File: config.mk
export PLATFORM = sky130hd
export DESIGN_NAME = serial_adder_flat
export DESIGN_NICKNAME = d
export VERILOG_FILES = /design/src/rtl/serial_adder_if.sv /design/src/rtl/serial_adder.sv /design/src/flat_wrapper.sv
export SDC_FILE = /design/constraint.sdc
export NUM_CORES = 1
export LEC_CHECK = 0
export BUFFER_PORTS_ARGS = -buffer_cell sky130_fd_sc_hd__buf_4
export CAP_MARGIN = 5
export CORE_MARGIN = 4
export CORE_UTILIZATION = 44
export DETAILED_ROUTE_END_ITERATION = 12
export PLACE_DENSITY = 0.8
export SLEW_MARGIN = 20
export SYNTH_ARGS = -nofsm -noshare
export SYNTH_HDL_FRONTEND = slang
export SYNTH_SLANG_ARGS = --single-unit
File: constraint.sdc
create_clock -name clk -period 1.28 [get_ports clk]
set_input_delay 0.064 -clock clk [delete_from_list [all_inputs] [get_ports clk]]
set_output_delay 0.064 -clock clk [all_outputs]
set_load 0.005 [all_outputs]
File: src/rtl/serial_adder_if.sv
// Operand/result bundle between an operand source, the serial adder and its result consumer.
interface serial_adder_if #(
   parameter int WIDTH = 8
);
   logic             start;
   logic [WIDTH-1:0] a;
   logic [WIDTH-1:0] b;
   logic             cin;
   logic             busy;
   logic             done;
   logic [WIDTH-1:0] sum;
   logic             cout;

   modport master (
      output start, a, b, cin,
      input  busy, done, sum, cout
   );

   modport slave (
      input  start, a, b, cin,
      output busy, done, sum, cout
   );
endinterface

File: src/rtl/serial_adder.sv
// Bit-serial adder: one full-adder step per clock, LSB first, registered carry between bits.
module serial_adder #(
   parameter int WIDTH = 8
) (
   input  logic          clk,
   input  logic          rst_n,
   serial_adder_if.slave bus
);

   localparam int CW = $clog2(WIDTH);
   localparam logic [CW-1:0] LAST_BIT = CW'(WIDTH - 1);

   typedef enum logic [1:0] {
      IDLE  = 2'd0,
      SHIFT = 2'd1,
      DONE  = 2'd2
   } state_t;

   state_t           state_q, state_d;
   logic [WIDTH-1:0] a_sh_q, a_sh_d;
   logic [WIDTH-1:0] b_sh_q, b_sh_d;
   logic [WIDTH-1:0] sum_sh_q, sum_sh_d;
   logic [WIDTH-1:0] sum_q, sum_d;
   logic             carry_q, carry_d;
   logic             cout_q, cout_d;
   logic [CW-1:0]    cnt_q, cnt_d;

   logic             fa_s;
   logic             fa_c;
   logic [WIDTH-1:0] sum_shifted;
   logic             accept;

   // The single full-adder cell, fed from the operand LSBs and the carry flop.
   assign fa_s = a_sh_q[0] ^ b_sh_q[0] ^ carry_q;
   assign fa_c = (a_sh_q[0] & b_sh_q[0]) | (a_sh_q[0] & carry_q) | (b_sh_q[0] & carry_q);

   // New sum bit enters at the MSB so that after WIDTH steps bit 0 holds the LSB.
   generate
      for (genvar gi = 0; gi < WIDTH - 1; gi++) begin : g_sum_shift
         assign sum_shifted[gi] = sum_sh_q[gi+1];
      end
   endgenerate
   assign sum_shifted[WIDTH-1] = fa_s;

   // A start is only honoured when not busy: in IDLE or in the DONE cycle.
   assign accept = bus.start && (state_q != SHIFT);

   always_comb begin
      state_d  = state_q;
      a_sh_d   = a_sh_q;
      b_sh_d   = b_sh_q;
      sum_sh_d = sum_sh_q;
      sum_d    = sum_q;
      carry_d  = carry_q;
      cout_d   = cout_q;
      cnt_d    = cnt_q;

      case (state_q)
         IDLE, DONE: begin
            if (accept) begin
               a_sh_d  = bus.a;
               b_sh_d  = bus.b;
               carry_d = bus.cin;
               cnt_d   = '0;
               state_d = SHIFT;
            end else begin
               state_d = IDLE;
            end
         end
         SHIFT: begin
            a_sh_d   = {1'b0, a_sh_q[WIDTH-1:1]};
            b_sh_d   = {1'b0, b_sh_q[WIDTH-1:1]};
            sum_sh_d = sum_shifted;
            carry_d  = fa_c;
            if (cnt_q == LAST_BIT) begin
               sum_d   = sum_shifted;
               cout_d  = fa_c;
               state_d = DONE;
            end else begin
               cnt_d = cnt_q + 1'b1;
            end
         end
         default: state_d = IDLE;
      endcase
   end

   always_ff @(posedge clk) begin
      if (!rst_n) begin
         state_q  <= IDLE;
         a_sh_q   <= '0;
         b_sh_q   <= '0;
         sum_sh_q <= '0;
         sum_q    <= '0;
         carry_q  <= 1'b0;
         cout_q   <= 1'b0;
         cnt_q    <= '0;
      end else begin
         state_q  <= state_d;
         a_sh_q   <= a_sh_d;
         b_sh_q   <= b_sh_d;
         sum_sh_q <= sum_sh_d;
         sum_q    <= sum_d;
         carry_q  <= carry_d;
         cout_q   <= cout_d;
         cnt_q    <= cnt_d;
      end
   end

   // Status is decoded from the state register, so busy and done are mutually exclusive.
   assign bus.busy = (state_q == SHIFT);
   assign bus.done = (state_q == DONE);
   assign bus.sum  = sum_q;
   assign bus.cout = cout_q;

endmodule

File: src/flat_wrapper.sv
// flat-port wrapper written by rule: the top's interface ports become plain ports
module serial_adder_flat 
#(
   parameter int WIDTH = 8
)
  (clk, rst_n, bus_start, bus_a, bus_b, bus_cin, bus_busy, bus_done, bus_sum, bus_cout);
  serial_adder_if #(.WIDTH(WIDTH)) bus_i ();
  input  logic clk;
  input  logic rst_n;
  input wire logic [$bits(bus_i.start)-1:0] bus_start;
  input wire logic [$bits(bus_i.a)-1:0] bus_a;
  input wire logic [$bits(bus_i.b)-1:0] bus_b;
  input wire logic [$bits(bus_i.cin)-1:0] bus_cin;
  output wire logic [$bits(bus_i.busy)-1:0] bus_busy;
  output wire logic [$bits(bus_i.done)-1:0] bus_done;
  output wire logic [$bits(bus_i.sum)-1:0] bus_sum;
  output wire logic [$bits(bus_i.cout)-1:0] bus_cout;
  assign bus_i.start = bus_start;
  assign bus_i.a = bus_a;
  assign bus_i.b = bus_b;
  assign bus_i.cin = bus_cin;
  assign bus_busy = bus_i.busy;
  assign bus_done = bus_i.done;
  assign bus_sum = bus_i.sum;
  assign bus_cout = bus_i.cout;
  serial_adder #(.WIDTH(WIDTH)) u_core (.clk(clk), .rst_n(rst_n), .bus(bus_i));
endmodule
==> flow_summary.ini <==
[run_status]
status = finished clean

[synthesis]
synth.distinct_cells = 23
synth_ff_type = dfxtp_1
synth_edf_count = 0
syn_area_um2 = 1514
synth-seq-cells = 38
synth_cells = 187
avgSynthCellArea_um2 = 8.096
async_flop_share_pct = 0
ys_warn_count = 0
ys_seq_area_share_pct = 50.25
synth_nets = 210

[die]
die_w_um = 66.66
initial_core_util_pct = 45.37
fp-row-count = 21
die_h_um = 66.66
io_pins = 31
core_area_um2 = 3337
die_area_um2 = 4444

[place]
dp.cells = 264
portBuffers = 30
gp_congestion = 0.7802
hpwl_um = 2170

[drt]
wl_per_cell_um = 11.16
finalWirelength_um = 3226
vias = 1453
firstDrtPassIters = 4
drc = 0
via_per_inst = 5.028
drtAntennaViolNets = 0
first_iter_violations = 80

[timing]
relSlewSlack_pct = 81.37
fin_crit_ns = 1.254
finalCritPeriodShare_pct = 97.97
drv_slew = 0
tightest_slew_ns = 0.2791
final.setup.tns_ns = 0
finalClockSkew_ns = 0.009968
fmax_mhz = 797.4
hold_ws_ns = 0.01975
hold_viol = 0
finalSetupViolCount = 0
rsz0062_at_grt = yes

[power_and_ir_drop]
p_per_area_nw_per_um2 = 1068
fin_total_pwr_uw = 2251
vdd_drop_max_v = 0.0009618
cellLeakagePower_uw = 0.0008253

[cts]
cts_tree = done
path_clk_slew_ns = 0.10
cts_made_buffers = 5
clkLatencyLatePin_ns = 0.33
cts_sinks = 38
root_buffer = clkbuf_4
h-tree-depth = 2
clockBufferDepth = 2

[worst_setup_path]
cp.arrival_ns = 1.52
path_class = reg -> reg
cp_max_fo = 4
critPathCaptureType = flip-flop
crit_required_ns = 1.54
rrSetupSlack_ns = 0.03
r2r_end = u_core.state_q[0]
start_kind = flip-flop
reg2reg_depth = 6
reg2reg_from = u_core.cnt_q[0]

[final_layout]
utilization_pct = 63.18
fillers = 279
drive_gt1_share_pct = 25.51
antenna_cells = 0
area_growth_pct = 39.26
layout.nets = 265
fin_cells = 289

[worst_hold_path]
min_path_type = in -> reg
hp-start = bus_b[0]
hold_end = u_core.b_sh_q[0]
worstHoldPathCells = 3

[global_route]
grt_overflow = 0
grt_pass1_vias = 1312
grt_use_total_pct = 15.90
grt_max_degree = 19
antenna_found_initial = 0
grt_pass1_wl_um = 5451

[job]
drv_cap = 0
-- synthesized netlist by cell type (all sizes together) (3+ instances only) --
cell	instances	share of area, %
a21oi	20	6.6
a31oi	15	6.2
buf	8	3.7
clkbuf	5	1.3
dfxtp	38	50
nand2	57	14
nand3	11	3.6
nand3b	3	1.5
nor2	3	0.74
o21ai	15	5.0
-- layout make-up --
| type | instances | area, um^2 | share of cell area, % |
|---|---|---|---|
| inverters | 2 | 12.51 | 0.5935 |
| flip-flops and latches | 38 | 763.2 | 36.20 |
| clock buffers | 7 | 55.05 | 2.611 |
| clock inverters | 1 | 5.005 | 0.2374 |
| well taps | 46 | 57.56 | 2.730 |
| multi-input cells | 134 | 716.9 | 34.01 |
| repair buffers | 61 | 498.0 | 23.62 |
-- worst max path at each step --
stage | start | to | slack, ns | cells after the start
floorplan | u_core.cnt_q[0] | u_core.cnt_q[0] | 0.005 | 5
global placement | u_core.cnt_q[0] | u_core.cnt_q[0] | -0.02 | 5
detailed placement | u_core.cnt_q[0] | u_core.cnt_q[0] | -0.03 | 5
CTS | u_core.cnt_q[0] | u_core.state_q[0] | 0.007 | 6
global route | u_core.cnt_q[0] | u_core.state_q[0] | -0.05 | 6
finish | u_core.cnt_q[0] | u_core.state_q[0] | 0.03 | 6
-- cells in the final DEF (no fill, tap or decap), types with 2 or more instances in the layout --
cell           synthesis  routed
nand2_1               57      56
buf_4                  2      45
dfxtp_1               38      36
a21oi_1               20      19
dlygate4sd3_1          0      16
o21ai_0               15      15
a31oi_1               15      15
nand3_1               11      11
clkbuf_4               0       5
nand3b_1               3       3
nor2_1                 3       3
ha_4                   0       2
dfxtp_2                0       2
-- layer usage --
layer	part of all wire [%]	wire length [um]	global-route usage (%)	up-vias
met3	5.8	188	4.216	5
met2	48	1534	25.99	38
met4	0.81	26	5.330	0
li1	-	-	-	750
met1	46	1477	20.19	660
met5	0	0	0	-
-- state kept, by name, summed over array words and instances (netlist names) --
register         count
u_core.sum_sh_q      7
u_core.state_q       2
u_core.bus.cout      1
u_core.carry_q       1
u_core.bus.sum       8
u_core.cnt_q         3
u_core.b_sh_q        8
u_core.a_sh_q        8
-- report_power, final --
part / internal [uW] / switching (uW)
logic: 174 / 164
clock network: 267 / 364
registers: 1240 / 38.4
-- kinds of logic (layout without fill, tap and decap cells) --
logic type | after synthesis | count (layout) | share of synthesized area, %
simple gates | 80 | 80 | 22.89
compound gates | 51 | 51 | 18.35
flops | 38 | 38 | 50.25
buf+inv | 15 | 71 | 5.535
fa+ha+maj | 3 | 3 | 2.975
-- per-stage QoR --
step / cell area, um^2 / worst slack [ns]
floorplan: 1536 / 0.004721
global placement: 1847 / -0.01707
detailed placement: 1847 / -0.02915
CTS: 2058 / 0.007057
global route: 2108 / -0.05485
finish: 2108 / 0.02599
-- critical path, cell delays in order (launching register included) --
cell	delay (ns)
dfxtp_2	0.35
ha_4	0.16
ha_4	0.17
nor3b_4	0.21
nor2_1	0.09
buf_4	0.13
nor2_1	0.09
-- what timing repair did --
action,4_1_cts,5_1_grt
endpoints found under the hold margin,13,3
setup endpoints to repair,2,6
pin swaps,3,0
hold buffers,13,3
gates resized for setup,5,5
buffers inserted,1,0
No activity file was read; power rests on OpenSTA's default activity.
